--- config.mk ---
export PLATFORM = sky130hd
export DESIGN_NAME = xtea_port_sequencer
export DESIGN_NICKNAME = d
export VERILOG_FILES = /design/src/rtl/xtea_seq_pkg.sv /design/src/rtl/xtea_port_sequencer.sv
export SDC_FILE = /design/constraint.sdc
export NUM_CORES = 1
export LEC_CHECK = 0
export CORE_ASPECT_RATIO = 1.75
export CORE_MARGIN = 4
export CORE_UTILIZATION = 45
export CTS_CLUSTER_SIZE = 28
export DETAILED_ROUTE_END_ITERATION = 8
export GPL_ROUTABILITY_DRIVEN = 1
export GPL_TIMING_DRIVEN = 1
export HOLD_SLACK_MARGIN = 0.06
export RECOVER_POWER = 50
export SLEW_MARGIN = 20
export SYNTH_ARGS = -nofsm -noshare
export SYNTH_HDL_FRONTEND = slang
export SYNTH_SLANG_ARGS = --single-unit
--- constraint.sdc ---
create_clock -name clk -period 4.65 [get_ports clk]
set_clock_uncertainty 0.2 [all_clocks]
set_input_delay 0.6975 -clock clk [delete_from_list [all_inputs] [get_ports clk]]
set_output_delay 0.6975 -clock clk [all_outputs]
set_load 0.02 [all_outputs]
--- src/rtl/xtea_seq_pkg.sv ---
// Shared definitions for the XTEA port sequencer: port map, control bits and FSM state codes.
package xtea_seq_pkg;

  localparam logic [7:0] PORT_KEY_ADDR = 8'h20;
  localparam logic [7:0] PORT_KEY_DATA = 8'h21;
  localparam logic [7:0] PORT_DAT_ADDR = 8'h22;
  localparam logic [7:0] PORT_DAT_DATA = 8'h23;
  localparam logic [7:0] PORT_XKEY     = 8'h30;
  localparam logic [7:0] PORT_XDATA    = 8'h31;
  localparam logic [7:0] PORT_XCTRL    = 8'h33;
  localparam logic [7:0] PORT_XSTAT    = 8'h34;
  localparam logic [7:0] PORT_XRES     = 8'h35;
  localparam logic [7:0] PORT_M3_ADDR  = 8'h40;
  localparam logic [7:0] PORT_M3_DATA  = 8'h41;

  localparam int CTRL_GO_BIT      = 0;
  localparam int CTRL_DECRYPT_BIT = 1;
  localparam int STAT_READY_BIT   = 0;

  typedef logic [4:0] state_t;

  localparam state_t S_IDLE      = 5'd0;
  localparam state_t S_KEY_ADDR  = 5'd1;
  localparam state_t S_KEY_REQ   = 5'd2;
  localparam state_t S_KEY_WAIT  = 5'd3;
  localparam state_t S_KEY_CAP   = 5'd4;
  localparam state_t S_D_ADDR    = 5'd5;
  localparam state_t S_D_REQ     = 5'd6;
  localparam state_t S_D_WAIT    = 5'd7;
  localparam state_t S_D_CAP     = 5'd8;
  localparam state_t S_SEND_KEY  = 5'd9;
  localparam state_t S_SEND_DATA = 5'd10;
  localparam state_t S_START     = 5'd11;
  localparam state_t S_POLL      = 5'd12;
  localparam state_t S_RES_SETUP = 5'd13;
  localparam state_t S_RES_CAP   = 5'd14;
  localparam state_t S_W_ADDR    = 5'd15;
  localparam state_t S_W_DATA    = 5'd16;
  localparam state_t S_FINISH    = 5'd17;

  function automatic logic [7:0] ctrl_word(input logic dec);
    logic [7:0] w;
    w = 8'h00;
    w[CTRL_GO_BIT]      = 1'b1;
    w[CTRL_DECRYPT_BIT] = dec;
    return w;
  endfunction

endpackage

--- src/rtl/xtea_port_sequencer.sv ---
// Hardwired replacement for the PicoBlaze XTEA program: key from Mem2, blocks from Mem1
// through the XTEA peripheral, results to Mem3, all over the shared port bus.
module xtea_port_sequencer
  import xtea_seq_pkg::*;
#(
  parameter int KEY_BYTES   = 16,
  parameter int BLOCK_BYTES = 8,
  parameter int NUM_BLOCKS  = 4,
  parameter bit RELOAD_KEY  = 1'b1,
  parameter int TIMEOUT     = 1023
) (
  input  logic       clk,
  input  logic       rst,
  input  logic       start,
  input  logic       decrypt,
  output logic [7:0] port_id,
  output logic       write_strobe,
  output logic       read_strobe,
  output logic [7:0] out_port,
  input  logic [7:0] in_port,
  output logic       busy,
  output logic       done,
  output logic       error
);

  localparam int KW = (KEY_BYTES > 1) ? $clog2(KEY_BYTES) : 1;
  localparam int BW = (BLOCK_BYTES > 1) ? $clog2(BLOCK_BYTES) : 1;
  localparam int PW = (TIMEOUT > 1) ? $clog2(TIMEOUT + 1) : 1;
  localparam logic [7:0] KEY_LAST = 8'(KEY_BYTES - 1);
  localparam logic [7:0] BLK_LAST = 8'(BLOCK_BYTES - 1);
  localparam logic [7:0] NB_LAST  = 8'(NUM_BLOCKS - 1);
  localparam logic [7:0] BB8      = 8'(BLOCK_BYTES);
  localparam logic [PW-1:0] POLL_LAST = PW'(TIMEOUT - 1);

  if (NUM_BLOCKS * BLOCK_BYTES > 256) begin : g_param_check
    $error("NUM_BLOCKS*BLOCK_BYTES must not exceed 256");
  end

  state_t        state, state_n;
  logic [7:0]    idx, idx_n, blk, blk_n, base, base_n;
  logic [PW-1:0] poll_cnt, poll_n;
  logic          dec_r, dec_n, err_n;
  logic [7:0]    key_buf  [KEY_BYTES];
  logic [7:0]    data_buf [BLOCK_BYTES];

  logic [7:0] port_n, out_n, send_data;
  logic       ws_n, rs_n;

  always_comb begin
    state_n = state;
    idx_n   = idx;
    blk_n   = blk;
    base_n  = base;
    poll_n  = poll_cnt;
    dec_n   = dec_r;
    err_n   = error;
    case (state)
      S_IDLE: if (start) begin
        state_n = S_KEY_ADDR;
        idx_n   = 8'd0;
        dec_n   = decrypt;
        err_n   = 1'b0;
      end
      S_KEY_ADDR: state_n = S_KEY_REQ;
      S_KEY_REQ:  state_n = S_KEY_WAIT;
      S_KEY_WAIT: state_n = S_KEY_CAP;
      S_KEY_CAP: begin
        idx_n = idx + 8'd1;
        state_n = S_KEY_ADDR;
        if (idx == KEY_LAST) begin
          state_n = S_D_ADDR;
          idx_n   = 8'd0;
          blk_n   = 8'd0;
          base_n  = 8'd0;
        end
      end
      S_D_ADDR: state_n = S_D_REQ;
      S_D_REQ:  state_n = S_D_WAIT;
      S_D_WAIT: state_n = S_D_CAP;
      S_D_CAP: begin
        idx_n   = idx + 8'd1;
        state_n = S_D_ADDR;
        if (idx == BLK_LAST) begin
          idx_n   = 8'd0;
          state_n = (RELOAD_KEY || blk == 8'd0) ? S_SEND_KEY : S_SEND_DATA;
        end
      end
      S_SEND_KEY: begin
        idx_n = idx + 8'd1;
        if (idx == KEY_LAST) begin
          state_n = S_SEND_DATA;
          idx_n   = 8'd0;
        end
      end
      S_SEND_DATA: begin
        idx_n = idx + 8'd1;
        if (idx == BLK_LAST) begin
          state_n = S_START;
          idx_n   = 8'd0;
        end
      end
      S_START: begin
        state_n = S_POLL;
        poll_n  = '0;
      end
      // A timed-out block skips its result transfer and every remaining block.
      S_POLL: begin
        if (in_port[STAT_READY_BIT]) begin
          state_n = S_RES_SETUP;
        end else if (poll_cnt == POLL_LAST) begin
          state_n = S_FINISH;
          err_n   = 1'b1;
        end else begin
          poll_n = poll_cnt + PW'(1);
        end
      end
      S_RES_SETUP: begin
        state_n = S_RES_CAP;
        idx_n   = 8'd0;
      end
      S_RES_CAP: begin
        idx_n = idx + 8'd1;
        if (idx == BLK_LAST) begin
          state_n = S_W_ADDR;
          idx_n   = 8'd0;
        end
      end
      S_W_ADDR: state_n = S_W_DATA;
      S_W_DATA: begin
        idx_n   = idx + 8'd1;
        state_n = S_W_ADDR;
        if (idx == BLK_LAST) begin
          idx_n = 8'd0;
          if (blk == NB_LAST) begin
            state_n = S_FINISH;
          end else begin
            state_n = S_D_ADDR;
            blk_n   = blk + 8'd1;
            base_n  = base + BB8;
          end
        end
      end
      S_FINISH: state_n = S_IDLE;
      default:  state_n = S_IDLE;
    endcase
  end

  // The last data byte is captured on the same edge a single-byte block starts sending.
  assign send_data = (state == S_D_CAP && idx == idx_n) ? in_port : data_buf[idx_n[BW-1:0]];

  // Outputs are decoded from the next state so they are registered alongside it.
  always_comb begin
    port_n = 8'h00;
    out_n  = 8'h00;
    ws_n   = 1'b0;
    rs_n   = 1'b0;
    case (state_n)
      S_KEY_ADDR:  begin port_n = PORT_KEY_ADDR; ws_n = 1'b1; out_n = idx_n; end
      S_KEY_REQ:   begin port_n = PORT_KEY_DATA; rs_n = 1'b1; end
      S_KEY_WAIT,
      S_KEY_CAP:   port_n = PORT_KEY_DATA;
      S_D_ADDR:    begin port_n = PORT_DAT_ADDR; ws_n = 1'b1; out_n = base_n + idx_n; end
      S_D_REQ:     begin port_n = PORT_DAT_DATA; rs_n = 1'b1; end
      S_D_WAIT,
      S_D_CAP:     port_n = PORT_DAT_DATA;
      S_SEND_KEY:  begin port_n = PORT_XKEY; ws_n = 1'b1; out_n = key_buf[idx_n[KW-1:0]]; end
      S_SEND_DATA: begin port_n = PORT_XDATA; ws_n = 1'b1; out_n = send_data; end
      S_START:     begin port_n = PORT_XCTRL; ws_n = 1'b1; out_n = ctrl_word(dec_n); end
      S_POLL:      port_n = PORT_XSTAT;
      S_RES_SETUP: begin port_n = PORT_XRES; rs_n = 1'b1; end
      S_RES_CAP:   begin port_n = PORT_XRES; rs_n = (idx_n != BLK_LAST); end
      S_W_ADDR:    begin port_n = PORT_M3_ADDR; ws_n = 1'b1; out_n = base_n + idx_n; end
      S_W_DATA:    begin port_n = PORT_M3_DATA; ws_n = 1'b1; out_n = data_buf[idx_n[BW-1:0]]; end
      default:     ;
    endcase
  end

  always_ff @(posedge clk) begin
    if (rst) begin
      state        <= S_IDLE;
      idx          <= 8'd0;
      blk          <= 8'd0;
      base         <= 8'd0;
      poll_cnt     <= '0;
      dec_r        <= 1'b0;
      port_id      <= 8'h00;
      out_port     <= 8'h00;
      write_strobe <= 1'b0;
      read_strobe  <= 1'b0;
      busy         <= 1'b0;
      done         <= 1'b0;
      error        <= 1'b0;
      for (int i = 0; i < KEY_BYTES; i++)   key_buf[i]  <= 8'h00;
      for (int i = 0; i < BLOCK_BYTES; i++) data_buf[i] <= 8'h00;
    end else begin
      state        <= state_n;
      idx          <= idx_n;
      blk          <= blk_n;
      base         <= base_n;
      poll_cnt     <= poll_n;
      dec_r        <= dec_n;
      port_id      <= port_n;
      out_port     <= out_n;
      write_strobe <= ws_n;
      read_strobe  <= rs_n;
      busy         <= (state_n != S_IDLE) && (state_n != S_FINISH);
      done         <= (state_n == S_FINISH);
      error        <= err_n;
      if (state == S_KEY_CAP) key_buf[idx[KW-1:0]] <= in_port;
      if (state == S_D_CAP || state == S_RES_CAP) data_buf[idx[BW-1:0]] <= in_port;
    end
  end

endmodule

Word level (Yosys, flattened, before mapping). Memories as Yosys holds them, arrays and structs flattened. Cells that the tools add are included.

Latch bits: 0. Output and inout bits: 21. Input port bits: 12. Logic and storage cells: 139. Bits in read-only memories: 0. Flip-flop bits (word level): 61. Memory bits (writable): 192. Memories kept: 2.

Add/subtract/negate cells: 5. Bitwise logic cells: 0. Mux-type cells: 51. $lt $le $gt $ge: 0. Multiply operators: 0. Shift-type cells: 0. Divide/modulo/power cells: 0. Eq/ne operators: 47. Reductions and logical operators: 21.

Memories: key_buf (depth 16, width 8, read ports 1, clocked after memory_dff 0, write ports 16, line xtea_port_sequencer.sv:43) `logic [7:0] key_buf [KEY_BYTES];`; data_buf (depth 8, width 8, read ports 1, clocked after memory_dff 0, write ports 8, line xtea_port_sequencer.sv:44) `logic [7:0] data_buf [BLOCK_BYTES];`.

Operator list (count): 8-bit 2-to-1 mux (12); 5-bit one-hot mux with 17 select lines (1); 5-bit by 4-bit equality test with 1-bit output (second input constant) (16); 7-bit one-hot mux with 11 select lines (1); 8-bit one-hot mux with 6 select lines (1); 5-bit by 3-bit equality test with 1-bit output (second input constant) (8); 5-bit 2-to-1 mux (8); 8-bit one-hot mux with 2 select lines (2); 8-bit one-hot mux with 4 select lines (1); 5-bit by 2-bit equality test with 1-bit output (second input constant) (4); 10-bit 2-to-1 mux (2); 10-bit one-hot mux with 2 select lines (1); 8-bit by 1-bit adder with 8-bit output (second input constant) (2); 1-bit 2-to-1 mux (16); 8-bit OR reduction (2); 5-bit equality test (second input constant) (3); 2-bit inequality test (second input constant) (7); 10-bit by 1-bit adder with 10-bit output (second input constant) (1); 10-bit equality test (second input constant) (1); 5-bit by 1-bit equality test with 1-bit output (second input constant) (2); 3-bit OR reduction (3); 8-bit by 4-bit adder with 8-bit output (second input constant) (1); 8-bit adder (1); 8-bit by 2-bit equality test with 1-bit output (second input constant) (1); 18 further kinds (27).

Depth between registers and ports, before layout. Gate-level depths: netlist of run 1.

Depth after elaboration: 7. Depth in mapped cells: 21.

Least setup slack after synthesis of run 1. No wires, ideal clock.

Path kind: reg-to-reg. From: register idx[1]. To: register out_port[6]. Arrival time: 3667 ps. Period minus slack after synthesis: 4009 ps. Data required time: 4308 ps. Cell stages (with the launch flop): 20. Slack: 641 ps. Buffers on the path: 4. Cells stage by stage: dfxtp_1 ha_1 and3_1 clkbuf_1 o22ai_1 nor2_2 o21a_1 buf_4 inv_4 buf_6 buf_6 ha_1 fa_1 a21o_1 a21oi_1 o21bai_1 a21oi_1 xnor2_1 a221oi_1 o211ai_1.

Longest elaborated chain between the ends: 7.

Ends and longest elaborated chain: start: declaration (line xtea_port_sequencer.sv:40) `logic [7:0] idx, idx_n, blk, blk_n, base, base_n;`; start signal: assignment (line xtea_port_sequencer.sv:197) `idx <= idx_n;`; 8-bit by 3-bit equality test with 1-bit output or 8-bit by 4-bit equality test with 1-bit output (tied branches); 8-bit 2-to-1 mux, on equally long branches; 8-bit one-hot mux with 4 select lines * (line xtea_port_sequencer.sv:57) `case (state)`; via idx_n[0] (line xtea_port_sequencer.sv:40); branches (longest 3 deep; another with 8-bit adder); 8-bit one-hot mux with 6 select lines * (line xtea_port_sequencer.sv:157) `case (state_n)`; end signal: assignment (line xtea_port_sequencer.sv:203) `out_port <= out_n;`; end: declaration (line xtea_port_sequencer.sv:19) `output logic [7:0] out_port,`.

Mark *: on every way through the listed nets, which the timed path passes. A chain may end at the register's enable or synchronous reset.

Worst setup path in the final report of run 1.
From: register state[2]. To: register out_port[7].

Longest elaborated chain between the ends: 7.

Ends and longest elaborated chain: start: declaration (line xtea_port_sequencer.sv:39) `state_t state, state_n;`; start signal: assignment (line xtea_port_sequencer.sv:196) `state <= state_n;`; branches (longest 6 deep; another with 8-bit adder); 8-bit one-hot mux with 6 select lines * (line xtea_port_sequencer.sv:157).

Mark *: on every way between the ends.

==> reports/qor.csv, run 1 <==
stage,metric,value,unit
outcome,status,finished with violations,
outcome,failing checks,"max-capacitance violations, max-slew violations",
setup_path,Reg2Reg Depth,16,
synthesis,fraction of registers with async set/reset,0,%
grt,total gr overflow,0,
timing,Worst Max-Slew Pin Slew,1530,ps
timing,minimum clock period,4200,ps
clocking,worst skew pair latency,530,ps
min_path,Hold EP,error,
place,Setup Slack @ Placement,261,ps
grt,initial antenna violation count,0,
min_path,Hold WC Path Type,register to register,
pwr,total power,4.67,mW
detailed_routing,DRC violations left,0,
timing,max_slew headroom,-1.79,%
synthesis,Synth Flop Type,edfxtp_1,
flow_run,max cap viols,1,
layout,Area Growth Syn to Fin,12.7,%
setup_path,r2r endpoint,out_port[7],
synthesis,Synth cell types,71,
pwr,worst vdd ir,339,uV
timing,f_max,238,MHz
synthesis,Post-synth top cells,"and2_1 (211), edfxtp_1 (192), nor2_1 (61)",
grt,Global Route Usage Sum,21.5,%
clocking,CTS Buffer Depth,3,
die,Initial Util,45.4,%
synthesis,Synth area leaders,"edfxtp_1 (47%), and2_1 (11%), dfxtp_1 (9.6%)",
setup_path,CP Class,register to register,
die,Die X,133,um
timing,period utilization,90.4,%
clocking,CTS tree,yes,
detailed_routing,first-iteration detailed-routing DRC count,527,
detailed_routing,ANT nets after route,0,
clocking,CTS resizes,0,
clocking,H-tree Lvls,1,
detailed_routing,via-per-instance ratio,5.58,
clocking,postcts setup bufs,0,
detailed_routing,final WL,32200,um
timing,total negative slack,0,ps
grt,first-pass GRT wire length,49300,um
timing,Fin. Hold Viols,0,
setup_path,CP arrival,4400,ps
pwr,P_leak,5.03,nW
layout,"Design Area, Final",13900,um2
synthesis,register area share after synthesis,56.2,%
layout,share of cells above drive strength 1,11.7,%
clocking,number of hold buffers added after cts,0,
clocking,CTS Buf Count,25,
place,hpwl dp,23200,um
timing,final worst slack,448,ps
die,Die Span Y,227,um
detailed_routing,DR WL/cell,21.9,um
setup_path,register-to-register setup slack,450,ps
clocking,clk slew on worst S/H paths,70,ps
min_path,hold path depth,2,
timing,Slew Limit Fails,32,
timing,RSZ-0062 raised after global routing,false,
die,die area,30300,um2
synthesis,"area leader, netlist",edfxtp_1,
layout,layout net count,1108,
synthesis,syn_area_per_cell,12.1,um2
synthesis,"EDFF count, synth",192,
setup_path,Worst EP required,4850,ps
clocking,CTS root buffer,clkbuf_16,
clocking,clock sink count,251,
min_path,Hold Startpoint,error,
setup_path,RR Startpoint,state[2],
die,Top Ports,33,
place,DP Area,13300,um2
synthesis,warnings from Yosys,0,
layout,antenna cells,0,
pwr,Power Density,335,nW/um2
detailed_routing,DRT Pass-1 Iters,5,
grt,vias in the first global route,8365,
timing,Final Setup Violations,0,
synthesis,Synth Register Bits,251,
detailed_routing,via count,8179,
setup_path,CP max FO,14,
die,core area,27200,um2
place,Port Buffers,30,
setup_path,Critical Path Sink Type,register,
synthesis,synthesized cell area,12400,um2
die,Site Rows,80,
grt,largest net degree at the start of global routing,65,
synthesis,gate count after technology mapping,1025,
place,RePlAce Congestion,0.900,
setup_path,Startpoint Class,register,
synthesis,post-synth top area share,46.6,%
synthesis,most numerous cell in the Yosys netlist,and2_1,
==> logic make-up (layout without fill, tap and decap cells) <==
logic type | Yosys count | count (layout) | synth area share, %
simple gates | 436 | 436 | 20.1
flops | 251 | 251 | 56.2
compound gates | 154 | 154 | 8.44
mux | 72 | 72 | 9.20
buf+inv | 72 | 144 | 2.73
xor+xnor | 23 | 23 | 1.63
fa+ha+maj | 16 | 16 | 1.68
other cells | 1 | 2 | 0.0303
==> power breakdown <==
group          switching [mW]  leakage, nW  total, mW  internal, mW
Sequential             0.0276         2.46       2.50          2.47
Clock                   0.833        0.362       1.88          1.05
Combinational           0.194         2.21      0.292        0.0980
==> worst max-delay path, stage by stage (launching register included) <==
cell and delay, ps:
dfxtp_1 610, nor2_1 110, a32oi_1 390, o22ai_1 250, o21ai_0 320, and2_0 270
inv_2 90, ha_1 270, a21o_1 170, a21oi_1 220, o21ai_0 150, o21a_1 200
o21ai_0 150, nand2b_1 90, xnor2_1 120, a211oi_1 320, o211ai_1 120
==> cell usage in the layout (no fill, tap or decap), drive strengths merged, types with 33 or more instances in the layout <==
cell    synthesis  layout
o21ai          49      49
clkbuf         34      51
and2          213     213
dfxtp          59      59
buf            23      37
mux4           33      33
edfxtp        192     192
nand2          40      40
nor2           65      65
mux2i          36      36
==> sequential cells by signal, summed over array words and instances, names as in the netlist <==
| register | count |
|---|---|
| done | 1 |
| read_strobe | 1 |
| write_strobe | 1 |
| poll_cnt | 10 |
| base | 8 |
| port_id | 6 |
| out_port | 8 |
| dec_r | 1 |
| state | 5 |
| data_buf | 64 |
| key_buf | 128 |
| error | 1 |
| blk | 8 |
| idx | 8 |
| busy | 1 |
==> final cells by class <==
type                       count  area [um2]
multi-input combinational    703        5070
clock inverter                12        86.3
timing repair buffer          84         658
tap                          369         462
clock buffer                  33         656
fill                        2488       13300
inverter                      15        58.8
sequential                   251        6950
==> how the worst max path moves through the flow <==
stage                  end  slack [ps]     start
3_5_place_dp   out_port[7]         260     start
5_1_grt        out_port[7]          80    idx[0]
4_1_cts        out_port[7]         520  state[2]
3_3_place_gp   out_port[7]         310     start
2_1_floorplan  out_port[6]         640    idx[1]
6_report       out_port[7]         450  state[2]
==> metrics by stage <==
| step | utilization, % | instances | hold slack, ps |
|---|---|---|---|
| finish | 51.2 | 1467 | 266 |
| global route | 51.2 | 1467 | 289 |
| CTS | 51.5 | 1467 | 269 |
| detailed placement | 48.8 | 1422 | 258 |
| global placement | 48.8 | 1422 | 251 |
| floorplan | - | 1026 | 244 |
==> layer usage <==
| layer | wire (um) | global-route usage [%] |
|---|---|---|
| met5 | 0 | 0 |
| met1 | 11200 | 22.4 |
| met4 | 1630 | 10.6 |
| met2 | 18300 | 42.4 |
| met3 | 1110 | 2.10 |
Power figures use the tool's default switching activity.
==> inputs of run 2 (changes only) <==
--- a/config.mk
+++ b/config.mk
@@ -7,7 +7,7 @@
 export LEC_CHECK = 0
 export CORE_ASPECT_RATIO = 1.75
 export CORE_MARGIN = 4
-export CORE_UTILIZATION = 45
+export CORE_UTILIZATION = 40
 export CTS_CLUSTER_SIZE = 28
 export DETAILED_ROUTE_END_ITERATION = 8
 export GPL_ROUTABILITY_DRIVEN = 1
==> run 2 against run 1 <==
Compared with the run above:
- the run now ends clean
- sequential cell count stayed put
- maximum frequency is 1.3% higher
- critical path depth is 6 lower
- highest routed layer unchanged
- global-route usage is 2.5 points lower
- design area is 0.41% higher
- register-to-register slack better by 50 ps
- routed wire length is 1.5% lower
- largest cell class unchanged
- count of clock-buffer cells in the layout is 2 lower
- clock power is 5% higher
==> reports/qor.csv, run 2 (synthesized netlist as in run 1, its figures left out) <==
stage,metric,value,unit,change
outcome,status,finished clean,,was finished with violations
min_path,Hold WC Path Type,register to register,,unchanged
pwr,Power Density,339,nW/um2,was 335 nW/um2
setup_path,Startpoint Class,register,,unchanged
pwr,switching portion of total power,22.5,%,was 22.6%
pwr,clock share of power,41.4,%,was 40.3%
setup_path,Reg2Reg Depth,10,,was 16
layout,share of cells above drive strength 1,11.8,%,was 11.7%
die,Top Ports,33,,unchanged
layout,Regs by FF count,"key_buf: 128 flops, data_buf: 64 flops, poll_cnt: 10 flops",,unchanged
timing,minimum clock period,4150,ps,was 4200 ps
timing,max_slew headroom,25.3,%,was -1.79%
die,Site Rows,84,,was 80
min_path,Hold EP,error,,unchanged
setup_path,register-to-register setup slack,500,ps,was 450 ps
setup_path,RR Startpoint,state[0],,was state[2]
layout,"most common cell after layout, fill and taps aside",edfxtp_1,,unchanged
die,core area,30300,um2,was 27200 um2
grt,Global Route Usage Sum,19.0,%,was 21.5%
layout,max reg flops,128,,unchanged
detailed_routing,first-iteration detailed-routing DRC count,495,,was 527
pwr,Psw,1.07,mW,was 1.05 mW
clocking,CTS resizes,0,,unchanged
clocking,H-tree Lvls,1,,unchanged
pwr,P_leak,5.04,nW,was 5.03 nW
detailed_routing,final WL,31700,um,was 32200 um
grt,vias in the first global route,8385,,was 8365
detailed_routing,DRT Pass-1 Iters,5,,unchanged
layout,Area Growth Syn to Fin,13.2,%,was 12.7%
place,RePlAce Congestion,0.880,,was 0.900
layout,"commonest cells after routing, fill and taps aside","edfxtp_1 (192), and2_1 (163), nor2_1 (61)",,"was edfxtp_1 (192), and2_1 (160), nor2_1 (61)"
timing,Slew Limit Fails,0,,was 32
layout,register area,6950,um2,unchanged
place,Port Buffers,30,,unchanged
detailed_routing,DRC violations left,0,,unchanged
place,hpwl dp,23000,um,was 23200 um
clocking,postcts setup bufs,0,,unchanged
detailed_routing,DR WL/cell,21.3,um,was 21.9 um
clocking,clock sink count,251,,unchanged
pwr,Sequential Power Share,52.5,%,was 53.5%
min_path,Hold Startpoint,error,,unchanged
detailed_routing,via count,8107,,was 8179
setup_path,r2r endpoint,out_port[3],,was out_port[7]
die,Die X,141,um,was 133 um
grt,total gr overflow,0,,unchanged
clocking,clk slew on worst S/H paths,60,ps,was 70 ps
timing,Worst Max-Slew Pin Slew,1120,ps,was 1530 ps
layout,largest reg by FF count,key_buf,,unchanged
clocking,worst skew pair latency,550,ps,was 530 ps
grt,largest net degree at the start of global routing,64,,was 65
timing,Fin. Hold Viols,0,,unchanged
setup_path,CP max FO,13,,was 14
timing,period utilization,89.2,%,was 90.4%
setup_path,Critical Path Sink Type,register,,unchanged
layout,Util after Layout,46.3,%,was 51.2%
timing,Final Setup Violations,0,,unchanged
clocking,number of hold buffers added after cts,0,,unchanged
clocking,CTS Buf Count,25,,unchanged
layout,area of the multi-input gates,5070,um2,unchanged
timing,total negative slack,0,ps,unchanged
layout,# fillers,2825,,was 2488
layout,layout net count,1108,,unchanged
setup_path,CP arrival,4320,ps,was 4400 ps
clocking,CTS Buffer Depth,3,,unchanged
grt,first-pass GRT wire length,49200,um,was 49300 um
die,Die Span Y,241,um,was 227 um
layout,antenna cells,0,,unchanged
flow_run,max cap viols,0,,was 1
grt,initial antenna violation count,0,,unchanged
detailed_routing,ANT nets after route,0,,unchanged
min_path,hold path depth,2,,unchanged
pwr,worst vdd ir,314,uV,was 339 uV
setup_path,CP Class,register to register,,unchanged
clocking,CTS root buffer,clkbuf_16,,unchanged
die,die area,33900,um2,was 30300 um2
pwr,internal power,3.68,mW,was 3.62 mW
die,Initial Util,40.9,%,was 45.4%
setup_path,Worst EP required,4820,ps,was 4850 ps
timing,RSZ-0062 raised after global routing,false,,unchanged
detailed_routing,via-per-instance ratio,5.46,,was 5.58
timing,f_max,241,MHz,was 238 MHz
pwr,Comb pwr share,6.0,%,was 6.2%
clocking,CTS tree,yes,,unchanged
run 2: cell types whose count changed in the layout (fill, tap and decap cells not counted), sizes merged:
cell / previous run / this run
bufinv: 1 / 2
clkinv: 10 / 7
dlygate4sd3: 20 / 19
clkbuf: 51 / 49
inv: 15 / 16
clkdlybuf4s50: 9 / 11
clkinvlp: 1 / 4
buf: 37 / 36
run 2: worst max-delay path by stage:
stage | start | to | depth (start not counted)
after global placement | start | out_port[7] | 17
after CTS | idx[0] | out_port[7] | 16
after detailed placement | start | out_port[7] | 17
after global routing | idx[0] | out_port[7] | 17
final | state[0] | out_port[3] | 10
after floorplan | idx[1] | out_port[6] | 19
run 2: final cells by class:
class | count | share of cell area, %
clock inverter | 14 | 0.903
sequential | 251 | 49.6
timing repair buffer | 84 | 4.65
inverter | 15 | 0.420
tap | 387 | 3.46
multi-input combinational | 703 | 36.2
clock buffer | 31 | 4.70
run 2: power groups by stage:
stage	sequential (mW)	combinational (mW)	clock (mW)
after floorplan	2.54	0.181	0
after global placement	2.54	0.295	0
after detailed placement	2.55	0.297	0
after CTS	2.50	0.298	2.00
after global routing	2.50	0.310	2.10
final	2.50	0.286	1.97
run 2: through the flow:
step / cells / setup WS [ps] / hold slack [ps] / total power [mW] / cell area [um2]
finish: 1485 / 503 / 272 / 4.75 / 14000
global placement: 1440 / 281 / 259 / 2.84 / 13300
detailed placement: 1440 / 243 / 262 / 2.84 / 13300
floorplan: 1026 / 641 / 244 / 2.72 / 12400
global route: 1485 / 141 / 294 / 4.91 / 14000
CTS: 1485 / 622 / 279 / 4.80 / 14100
run 2: critical path: stages (launching register included):
cell and delay [ps]:
dfxtp_1 580, clkbuf_1 430, nor2_1 170, and3_1 210
a22o_1 280, or4_1 740, and2_0 280, and2_0 350
a222oi_1 420, a21boi_1 220, o211ai_1 100
run 2: metal layers:
metal | track usage [%] | part of all wire [%] | vias up
li1 | - | - | 3858
met1 | 20.5 | 36 | 3993
met2 | 36.4 | 55 | 196
met3 | 2.04 | 3.7 | 60
met4 | 9.32 | 5.1 | 0
met5 | 0 | 0 | -
==> variant 1, RTL diff (config.mk and constraints of run 1) <==
Change the parameter `KEY_BYTES` from 16 to 8.
--- a/src/rtl/xtea_port_sequencer.sv
+++ b/src/rtl/xtea_port_sequencer.sv
@@ -3,7 +3,7 @@
 module xtea_port_sequencer
   import xtea_seq_pkg::*;
 #(
-  parameter int KEY_BYTES   = 16,
+  parameter int KEY_BYTES   = 8,
   parameter int BLOCK_BYTES = 8,
   parameter int NUM_BLOCKS  = 4,
   parameter bit RELOAD_KEY  = 1'b1,
Function: no difference found for any inputs over 10 cycles, from zero or initial values and one cycle with rst high; that may be too few to reach the edited logic, so the function may still have changed.
==> variant 1 against run 1 <==
  * Critical path depth fell by 1
  * Global-route usage rose by 1.5 points
  * Sequential cell count fell by 64
  * Synthesized cell count fell by 8.9%
  * Synthesized area fell by 22%
  * Routed wire length fell by 17%
  * Setup slack improved by 0.11 ns
  * First-iteration DRC count fell by 1.3%
  * Largest cell class unchanged
  * Utilization rose by 0.37 points
  * Final area fell by 22%
  * Critical path type unchanged
Power is not compared: it rests on default switching activity, and its combinational part moved more than twofold at a synthesized area within 25%.
==> variant 1: results (changes against run 1) <==
status finished clean; postcts setup bufs 0 (unchanged); # port buffers 30 (unchanged); Clock Tree Buf Depth 2 (-1); initial antenna violation count 0 (unchanged); DP HPWL 19.0 mm (-18%); reg2reg setup slack 0.56 ns (+0.11 ns); WL per Instance 21.7 µm (-0.98%); largest net degree at the start of global routing 67 (+3.1%); DRT iter0 DRCs 520 (-1.3%); Relative slew margins 8.59% (+10 points); Filler cells 1941 (-22%); placed insts 1195 (-16%); min-delay worst type flop to flop; Worst path max stage delay 0.56 ns (-0.05 ns); CTS Buf Count 17 (-32%); post-CTS sizing 0 (unchanged); All-Layer GR Usage 23.0% (+1.5 points); crit path DAT 4.18 ns (-0.22 ns); Mapped Cells 934 (-8.9%); main flop type after synthesis edfxtp_1; Top Registers data_buf x64, key_buf x64, poll_cnt x10; top cells by count, synth and2_1, edfxtp_1, nand2_1; Post-synth EDFFs 128 (-33%); # H-tree levels 4 (+3); first-pass GRT wire length 42.1 mm (-15%); DR vias/cell 5.87 (+5.2%); gpl congestion 0.899 (-0.10%); Async S/R FF share, synth 0% (unchanged); Skew-Pair Late Insertion Delay 0.44 ns (-0.09 ns); Seq/Total Area, Yosys 52.2% (-4.0 points); Cell variety after synth 82 (+15%); DRT Wirelength 26.6 mm (-17%); vias in the first global route 7495 (-10%); ranking of synthesized cells by area edfxtp_1, dfxtp_1, and2_1; Worst IR Drop VDD 0.000313 V; Max FO, Critical Path 14 (unchanged); antenna cells 0 (unchanged); power per cell area 447 nW/µm²; Final #Nets 987 (-11%); layout cells sized above 1 8.72% (-2.9 points)
## variant 1: cell types whose count changed in the layout (fill, tap and decap cells not counted), moves of 32 or more
cell | run 1 | this run
a311oi_1 | 0 | 32
and2_1 | 160 | 103
and3_1 | 11 | 48
edfxtp_1 | 192 | 128
mux2i_1 | 36 | 3
mux4_2 | 33 | 0
nand2_1 | 40 | 100
## variant 1: where the power goes
| group | internal (mW) | total (mW) | switching (mW) |
|---|---|---|---|
| clock | 0.901 | 1.54 | 0.643 |
| sequential | 1.86 | 1.92 | 0.0604 |
| combinational | 0.457 | 1.38 | 0.925 |
| total | 3.22 | 4.85 | 1.63 |
## variant 1: critical path, delay by kind of cell, from the launching register on
kind	cells	cell delay (ns)
AO/OA/AOI/OAI	8	1.16
buffers and inverters	3	0.85
flip-flops	1	0.56
AND/OR/NAND/NOR	2	0.53
adder cells (fa/ha/maj)	1	0.51
XOR/XNOR	1	0.13
## variant 1: per-layer routing
layer	share of wire [%]	GRT usage, %
met1	38	25.2
met2	53	41.3
met3	2.8	3.04
met4	6.4	14.5
met5	0	0
## variant 1: final timing paths
check / to / cells after the start / start
setup reg to reg: out_port[6] / 15 / state[1]
hold / removal: error / 2 / error
hold reg to reg: error / 2 / error
setup / recovery: out_port[6] / 15 / state[1]
## variant 1: cell families after synthesis
kind of cell / count (synthesis) / synth area share (%)
AOI/OAI and AO/OA: 192 / 14.8
DFF: 187 / 52.2
xor gates and xnor gates: 18 / 1.64
and+or+nand+nor: 437 / 25.0
adders and majority gates: 13 / 1.77
muxes: 4 / 0.429
other: 1 / 0.0389
buffers and inverters: 82 / 4.11
## variant 1: stage by stage
step,hold WS (ns),instance area (µm²),setup WS (ns)
floorplan,0.244,9630,1.04
global placement,0.245,10300,0.725
detailed placement,0.249,10300,0.716
CTS,0.258,10900,0.781
global route,0.289,10800,0.259
finish,0.252,10800,0.562
## variant 1: final cells by class
type	count	share of cell area (%)
flip-flops and latches	187	46.3
multi-input cells	666	39.0
clock buffers	23	5.10
repair buffers	69	5.07
well taps	252	2.91
clock inverters	9	0.831
inverters	21	0.750
==> variant 2, RTL diff (flow settings as in run 1) <==
Without the edit above. Register the output `out_port` once more; this adds one clock of latency there. The other outputs are not delayed to match.
--- a/src/rtl/xtea_port_sequencer.sv
+++ b/src/rtl/xtea_port_sequencer.sv
@@ -31,6 +31,8 @@
   localparam logic [7:0] NB_LAST  = 8'(NUM_BLOCKS - 1);
   localparam logic [7:0] BB8      = 8'(BLOCK_BYTES);
   localparam logic [PW-1:0] POLL_LAST = PW'(TIMEOUT - 1);
+
+  logic [7:0] out_port_s0;
 
   if (NUM_BLOCKS * BLOCK_BYTES > 256) begin : g_param_check
     $error("NUM_BLOCKS*BLOCK_BYTES must not exceed 256");
@@ -184,7 +186,7 @@
       poll_cnt     <= '0;
       dec_r        <= 1'b0;
       port_id      <= 8'h00;
-      out_port     <= 8'h00;
+      out_port_s0  <= 8'h00;
       write_strobe <= 1'b0;
       read_strobe  <= 1'b0;
       busy         <= 1'b0;
@@ -200,7 +202,7 @@
       poll_cnt     <= poll_n;
       dec_r        <= dec_n;
       port_id      <= port_n;
-      out_port     <= out_n;
+      out_port_s0  <= out_n;
       write_strobe <= ws_n;
       read_strobe  <= rs_n;
       busy         <= (state_n != S_IDLE) && (state_n != S_FINISH);
@@ -211,5 +213,9 @@
     end
   end
 
+  always_ff @(posedge clk) begin
+    out_port <= out_port_s0;
+  end
+
 endmodule
 
Formal check against the unedited RTL: same outputs for any inputs over 4 cycles, from zero or initial values and one cycle with rst high; that may be too few to reach the edited logic, so the function may still have changed.
==> variant 2 against run 1 <==
  * Hold slack worse by 0.12 ns
  * Routed wire length up 21%
  * Critical path depth fell by 5
  * Synthesized area grew 6.7%
  * Global-route usage grew 2.8 points
  * Sequential share of layout area fell by 1.8 points
  * Setup slack worse by 0.15 ns
  * Sequential cell count is 8 higher
  * Power increased by 7.0%
  * Count of clock-buffer cells in the layout shrank 3
  * Final area up 6.2%
==> variant 2: results (changes against run 1) <==
Finished Layout Cells 1688 (+15%); Top Registers key_buf x128, data_buf x64, poll_cnt x10; gr ovfl total 0 (unchanged); hold endpoint out_port[2]; final hold violations 0 (unchanged); CTS Buf Count 26 (+4.0%); hold path cells 0 (-2); RR Endpoint out_port_s0[7]; Cell variety after synth 91 (+28%); top cells by count, synth edfxtp_1, and2_1, nand2_1; TritonRoute pass-1 iters 5 (unchanged); reg2reg setup slack 0.30 ns (-0.15 ns); status finished clean; # port buffers 30 (unchanged); DRT Wirelength 38.8 mm (+21%); Worst path max stage delay 0.99 ns (+0.38 ns); ranking of synthesized cells by area edfxtp_1, dfxtp_1, and2_1; Worst-Margin Slew 1.34 ns (-0.182 ns); main flop type after synthesis edfxtp_1; crit path DAT 4.58 ns (+0.18 ns); vias in the first global route 10000 (+20%); total number of yosys warnings 0 (unchanged); Leak Pwr 5.37 nW (+6.8%); Skew-Pair Late Insertion Delay 0.55 ns (+0.02 ns); Worst IR Drop VDD 0.000282 V (-17%); Setup WS pre-CTS 0.231 ns (-0.0300 ns); initial antenna violation count 0 (unchanged); vias after detailed routing 9810 (+20%); CP Launch Point state[2]; Mapped Cells 1264 (+23%); DP HPWL 28.3 mm (+22%); CP max stage cell clkbuf_1; All-Layer GR Usage 24.3% (+2.8 points); largest net degree at the start of global routing 73 (+12%); gpl congestion 0.919 (+2.2%); layout cells sized above 1 10.6% (-1.0 points); DRT iter0 DRCs 632 (+20%); Seq/Total Area, Yosys 53.8% (-2.3 points); post-CTS sizing 0 (unchanged); Max FO, Critical Path 20 (+6); placed insts 1641 (+15%); worst reg2reg path depth 11 (-5); first-pass GRT wire length 58.0 mm (+18%); min-delay worst type flop to flop; # H-tree levels 1 (unchanged); worst hold start out_port_s0[2]
==> variant 2: cell type report <==
type                            count  area (µm²)
Timing Repair Buffer               85         644
Clock inverter                     17         165
Multi-Input combinational cell    890        5620
Fill cell                        2620       14000
Sequential cell                   259        7110
Clock buffer                       30         687
Tap cell                          378         473
Inverter                           29         111
==> variant 2: power breakdown <==
| group | leakage [nW] | internal [mW] | switching (mW) |
|---|---|---|---|
| Clock | 0.416 | 1.23 | 0.901 |
| Combinational | 2.43 | 0.0900 | 0.218 |
| Sequential | 2.52 | 2.54 | 0.0275 |
| Total | 5.37 | 3.85 | 1.15 |
==> variant 2: layer usage <==
layer,up-vias,part of all wire [%],track usage [%]
li1,4659,-,-
met1,4715,33,22.7
met2,302,55,46.9
met3,134,4.0,2.76
met4,0,8.8,17.8
met5,-,0,0
==> variant 2: how the worst max path moves through the flow <==
stage / endpoint / slack [ns]
floorplan: out_port_s0[7] / 0.33
global placement: out_port_s0[7] / 0.31
detailed placement: out_port_s0[7] / 0.23
CTS: out_port_s0[7] / 0.45
global route: out_port_s0[7] / 0.09
finish: out_port_s0[7] / 0.30
==> variant 2: worst max-delay path: cells and delay by family (launching register included) <==
kind / cells / cell delay (ns)
AO/OA/AOI/OAI: 6 / 1.57
buffers and inverters: 3 / 1.36
flip-flops: 1 / 0.58
AND/OR/NAND/NOR: 2 / 0.52
==> variant 2: logic make-up after synthesis <==
| group | count (synthesis) | synth area share (%) |
|---|---|---|
| other | 1 | 0.0284 |
| DFF | 259 | 53.8 |
| AOI/OAI and AO/OA | 226 | 12.2 |
| adders and majority gates | 17 | 1.65 |
| muxes | 23 | 2.51 |
| buffers and inverters | 116 | 3.64 |
| and+or+nand+nor | 602 | 24.8 |
| xor gates and xnor gates | 20 | 1.33 |
==> variant 2: through the flow <==
step / cell area [µm²] / hold WS (ns)
detailed placement: 14000 / 0.134
finish: 14800 / 0.149
global placement: 14000 / 0.147
global route: 14800 / 0.153
floorplan: 13200 / 0.110
CTS: 14900 / 0.149
